File: src/rtl/reset_seq_mon.sv
// Receiving-end monitor for a power-enable / reset-line pair: synchronizes and
// debounces both lines, checks ordering and minimum power-on time, flags faults.
module reset_seq_mon #(
  parameter int unsigned RESETHL = 0,
  parameter int unsigned DEB     = 2,
  parameter int unsigned TP_MIN  = 1000,
  parameter int unsigned TIMEOUT = 0
) (
  input  logic        clk,
  input  logic        rst,
  input  logic        i_pwr,
  input  logic        i_rst,
  input  logic        i_clr,
  output logic        o_ready,
  output logic        o_fault,
  output logic [1:0]  o_fault_code,
  output logic [31:0] o_tp_meas,
  output logic [1:0]  o_state
);

  localparam int unsigned DebW = (DEB > 1) ? $clog2(DEB) : 1;

  typedef enum logic [1:0] {
    StOff   = 2'd0,
    StPwrOn = 2'd1,
    StRun   = 2'd2,
    StFault = 2'd3
  } state_e;

  localparam logic [1:0] CodeNone    = 2'd0;
  localparam logic [1:0] CodeNoPwr   = 2'd1;
  localparam logic [1:0] CodeEarly   = 2'd2;
  localparam logic [1:0] CodeTimeout = 2'd3;

  // Lane 0 is power, lane 1 is reset already mapped to "1 = released", so all
  // input flops can reset to 0 without a spurious release for either polarity.
  logic [1:0] line_raw;
  assign line_raw = {i_rst ^ (RESETHL != 0), i_pwr};

  logic [1:0]            sync1_q, sync2_q;
  logic [1:0]            filt_q, filt_d;
  logic [1:0][DebW-1:0]  deb_q, deb_d;

  always_comb begin
    filt_d = filt_q;
    deb_d  = '0;
    for (int i = 0; i < 2; i++) begin
      if (sync2_q[i] != filt_q[i]) begin
        if (deb_q[i] == DebW'(DEB - 1)) begin
          filt_d[i] = sync2_q[i];
        end else begin
          deb_d[i] = deb_q[i] + 1'b1;
        end
      end
    end
  end

  always_ff @(posedge clk) begin
    if (rst) begin
      sync1_q <= '0;
      sync2_q <= '0;
      filt_q  <= '0;
      deb_q   <= '0;
    end else begin
      sync1_q <= line_raw;
      sync2_q <= sync1_q;
      filt_q  <= filt_d;
      deb_q   <= deb_d;
    end
  end

  logic pwr, rel;
  assign pwr = filt_q[0];
  assign rel = filt_q[1];

  state_e      state_q, state_d;
  logic [1:0]  code_q, code_d;
  logic [31:0] cnt_q, cnt_d;
  logic [31:0] tp_q, tp_d;

  always_comb begin
    state_d = state_q;
    code_d  = code_q;
    tp_d    = tp_q;
    cnt_d   = cnt_q;
    if (state_q == StPwrOn && cnt_q != '1) begin
      cnt_d = cnt_q + 32'd1;
    end

    unique case (state_q)
      StOff: begin
        if (pwr && !rel) begin
          state_d = StPwrOn;
        end else if (!pwr && rel) begin
          state_d = StFault;
          code_d  = CodeNoPwr;
        end else if (pwr && rel) begin
          if (TP_MIN == 0) begin
            state_d = StRun;
            tp_d    = '0;
          end else begin
            state_d = StFault;
            code_d  = CodeEarly;
          end
        end
      end
      StPwrOn: begin
        if (!pwr) begin
          state_d = StOff;
        end else if (rel) begin
          // Release checks take precedence over a coincident timeout.
          if (cnt_q >= TP_MIN) begin
            state_d = StRun;
            tp_d    = cnt_q;
          end else begin
            state_d = StFault;
            code_d  = CodeEarly;
          end
        end else if (TIMEOUT != 0 && cnt_q == TIMEOUT) begin
          state_d = StFault;
          code_d  = CodeTimeout;
        end
      end
      StRun: begin
        if (!pwr && !rel) begin
          state_d = StOff;
        end else if (pwr && !rel) begin
          state_d = StPwrOn;
        end else if (!pwr && rel) begin
          state_d = StFault;
          code_d  = CodeNoPwr;
        end
      end
      StFault: begin
        if (i_clr) begin
          state_d = StOff;
          code_d  = CodeNone;
        end
      end
      default: state_d = StOff;
    endcase

    if (state_d == StPwrOn && state_q != StPwrOn) begin
      cnt_d = '0;
    end
  end

  always_ff @(posedge clk) begin
    if (rst) begin
      state_q <= StOff;
      code_q  <= CodeNone;
      cnt_q   <= '0;
      tp_q    <= '0;
    end else begin
      state_q <= state_d;
      code_q  <= code_d;
      cnt_q   <= cnt_d;
      tp_q    <= tp_d;
    end
  end

  assign o_state      = state_q;
  assign o_ready      = (state_q == StRun);
  assign o_fault      = (state_q == StFault);
  assign o_fault_code = code_q;
  assign o_tp_meas    = tp_q;

endmodule

File: config.mk
export PLATFORM = sky130hd
export DESIGN_NAME = reset_seq_mon
export DESIGN_NICKNAME = d
export VERILOG_FILES = /design/src/rtl/reset_seq_mon.sv
export SDC_FILE = /design/constraint.sdc
export NUM_CORES = 1
export LEC_CHECK = 0
export BUFFER_PORTS_ARGS = -buffer_cell sky130_fd_sc_hd__clkbuf_2
export CAP_MARGIN = 20
export CORE_MARGIN = 8
export CORE_UTILIZATION = 50
export CTS_CLUSTER_DIAMETER = 150
export CTS_CLUSTER_SIZE = 20
export DETAILED_ROUTE_END_ITERATION = 12
export GPL_TIMING_DRIVEN = 0
export HOLD_SLACK_MARGIN = 0.08
export PLACE_DENSITY_LB_ADDON = 0.3
export SYNTH_ARGS = -nofsm -noshare
export SYNTH_HDL_FRONTEND = slang
export SYNTH_SLANG_ARGS = --single-unit
File: constraint.sdc
create_clock -name clk -period 2.1 [get_ports clk]
set_input_delay 0.42 -clock clk [delete_from_list [all_inputs] [get_ports clk]]
set_output_delay 0.42 -clock clk [all_outputs]
set_load 0.005 [all_outputs]
==> flow_metrics.env <==
export IMPL_hold_path_end="sync1_q[1]"
export IMPL_crit_fanout=10
export IMPL_cts_hold_buf=0
export IMPL_wl_per_cell_um=15.3
export IMPL_hold_viol_final=0
export IMPL_clkTransAtPathRegs_ns=0.08
export IMPL_gr_usage_met1=0.198
export IMPL_insertion_delay_ns=0.36
export IMPL_synth_edff_count=0
export IMPL_synthTopCellsByArea="dfxtp_1 44%, mux2i_1 11%, nor2_1 6.2%"
export IMPL_cts_made_buffers=9
export IMPL_antenna_found_initial=0
export IMPL_cp_arrival_ns=2.29
export IMPL_coreArea_mm2=0.00676
export IMPL_first_pass_iters=4
export IMPL_cts_sinks=76
export IMPL_synth_area_mm2=0.00348
export IMPL_synth_flop_cell="dfxtp_1"
export IMPL_slowest_stage="nor4_4"
export IMPL_setup_tns_ns=0
export IMPL_die_area_mm2=0.00988
export IMPL_hold_class="primary input to register"
export IMPL_synth_nets=381
export IMPL_syn_inst=374
export IMPL_drive_gt1_frac=0.232
export IMPL_max_freq_ghz=0.502
export IMPL_worstHoldStart="i_rst"
export IMPL_r2r_start="cnt_q[9]"
export IMPL_timing_clock_skew_ns=0.00636
export IMPL_worst_pin_slew_ns=0.603
export IMPL_power_leakage_nw=1.88
export IMPL_reg2reg_slack_ns=0.11
export IMPL_post_place_ws_ns=-0.427
export IMPL_area_growth_pct=19.3
export IMPL_yosys_area_top_type="dfxtp_1"
export IMPL_synth_seq_cells=76
export IMPL_globalRouteMet2Util=0.267
export IMPL_final_util=0.614
export IMPL_slew_viol_final=0
export IMPL_yosysUniqueCellTypes=50
export IMPL_grt_pass1_vias=2731
export IMPL_grt_pass1_wl_um=13000
export IMPL_htreeDepth=3
export IMPL_regArea_mm2=0.00153
export IMPL_period_share=0.949
export IMPL_fin_crit_ns=1.99
export IMPL_yosysMostFrequentCell="dfxtp_1"
export IMPL_grt_use_met3=0.0335
export IMPL_die_x_um=99.4
export IMPL_fin_ws_ns=0.107
export IMPL_place_gp_congestion=0.919
export IMPL_grt_start_max_net_pins=14
export IMPL_routed_wl_um=7940
export IMPL_cts_tree="yes"
export IMPL_cp_start_kind="register"
export IMPL_cp_cell_sequence="buf_2 > nand4_4 > nor4_4 > buf_6 > nand2_4 > or4_1 > a21oi_1"
export IMPL_num_antenna_cells=0
export IMPL_status="finished clean"
export IMPL_fillerInstances=584
export IMPL_gr_total_overflow=0
export IMPL_post_dp_hpwl_um=5660
export IMPL_first_iter_violations=194
export IMPL_final_nets=441
export IMPL_synthTopCellsByCount="76 x dfxtp_1, 57 x nor2_1, 37 x mux2i_1, 26 x nand2_1, 16 x a21oi_1"
export IMPL_die_h_um=99.4
export IMPL_grt_busiest_layer="met2"
export IMPL_yosysSeqAreaShare=0.437
export IMPL_endpoint_kind="register"
export IMPL_r2r_end="cnt_q[29]"
export IMPL_path_delay_family="simple AND/OR/NAND/NOR gates"
export IMPL_slew_headroom=0.598
export IMPL_path_class="register to register"
export IMPL_cp_required_ns=2.39
export IMPL_cts_root_buf="clkbuf_8"
export IMPL_clockBufferDepth=2
export IMPL_path_buf_inv=2
export IMPL_max_cap_violations=0
export IMPL_peakVddDrop_mv=0.480
export IMPL_initial_utilization=0.515
export IMPL_r2r_cells=7
export IMPL_ys_async_sr_fraction=0
export IMPL_whs_path_depth=2
export IMPL_ios=43
export IMPL_drc=0
export IMPL_finalSetupViolations=0
export IMPL_rows=30
export IMPL_ys_warnings_count=0
export IMPL_vias=2913
export IMPL_via_per_inst=5.61
export IMPL_ant_nets=0
export IMPL_powerDensity_mw_per_mm2=684
export IMPL_io_buffers=41
export IMPL_startpoint="cnt_q[9]"
export IMPL_avgSynthCellArea_um2=9.30
export IMPL_max_stage_delay_ns=0.41
export IMPL_grt_util_all_layers=0.162
export IMPL_synth_top_area_share=0.437
export IMPL_multi_input_area_mm2=0.00185
cells by family after synthesis:
kind of cell / count (synthesis) / synth area share
adders and majority gates: 2 / 0.00719
DFF: 76 / 0.437
muxes: 37 / 0.106
xor gates and xnor gates: 10 / 0.0252
and+or+nand+nor: 157 / 0.244
buffers and inverters: 28 / 0.0453
AOI/OAI and AO/OA: 64 / 0.135
area by class of cell:
| class | count | area share |
|---|---|---|
| Multi-Input combinational cell | 270 | 0.446 |
| Sequential cell | 76 | 0.368 |
| Timing Repair Buffer | 51 | 0.0675 |
| Clock buffer | 9 | 0.0298 |
| Buffer | 18 | 0.0292 |
| Clock inverter | 7 | 0.0277 |
| Tap cell | 80 | 0.0241 |
| Inverter | 8 | 0.00724 |
per-stage QoR:
stage | instance area [um2] | std cells | hold WS (ns) | total power (W)
final | 4150 | 519 | 0.273 | 0.00284
after floorplan | 3480 | 374 | 0.414 | 0.00152
after global routing | 4150 | 519 | 0.282 | 0.00292
after CTS | 4070 | 515 | 0.275 | 0.00285
after detailed placement | 3780 | 495 | 0.431 | 0.00154
after global placement | 3780 | 495 | 0.420 | 0.00154
sequential cells by signal, indices dropped and copies added, names as in the netlist:
register,flops
o_tp_meas,32
sync2_q,2
filt_q,2
o_state,2
sync1_q,2
cnt_q,32
o_fault_code,2
deb_q,2
report_power, final:
part / internal [W] / leakage (nW) / switching [W]
Clock: 0.000784 / 0.115 / 0.000544
Combinational: 0.0000183 / 1.15 / 0.0000428
Sequential: 0.00145 / 0.615 / 0.00000368
Total: 0.00225 / 1.88 / 0.000590
how the worst max path moves through the flow:
| stage | cells past startpoint | slack, ns | end |
|---|---|---|---|
| after floorplan | 8 | 0.06 | cnt_q[18] |
| after global placement | 6 | -0.37 | cnt_q[9] |
| after detailed placement | 6 | -0.43 | cnt_q[4] |
| after CTS | 7 | 0.02 | o_tp_meas[27] |
| after global routing | 7 | -0.004 | cnt_q[25] |
| final | 7 | 0.11 | cnt_q[29] |
what timing repair did:
| item | 4_1_cts | 5_1_grt |
|---|---|---|
| resized for setup | 4 | 11 |
| setup buffers | 5 | 5 |
| pin swaps | 3 | 3 |
| setup endpoints to repair | 57 | 61 |
metal layers:
metal	part of all wire	wire, um
met2	0.46	3680
met4	0.017	135
met5	0	0
met3	0.053	418
met1	0.47	3700
worst reg2reg max path, delay by kind of cell (launching register included):
kind            cells  cell delay (ns)
buf+inv             2             0.42
flops               1             0.31
simple gates        4             1.06
compound gates      1             0.15
layout by cell type, fill, tap and decap left out, types with 3 or more instances in the layout:
master / count
nand2b_1: 4
nand4_4: 3
xnor2_1: 9
nor2_1: 56
nor3_1: 7
or3_1: 4
or4_1: 8
dfxtp_2: 4
a21oi_1: 16
and3_1: 3
mux2i_1: 37
o21a_1: 5
clkbuf_1: 8
dfxtp_1: 72
inv_1: 8
nand2_1: 26
buf_2: 3
a31oi_1: 7
nand3_1: 12
clkbuf_8: 9
a41o_1: 4
o21ai_0: 7
nand4_1: 8
o31ai_1: 7
nor4_1: 5
buf_4: 10
bufinv_16: 3
buf_6: 5
o211ai_1: 3
clkbuf_2: 42
a211oi_1: 5
nor2b_1: 6
Power figures use the tool's default switching activity.
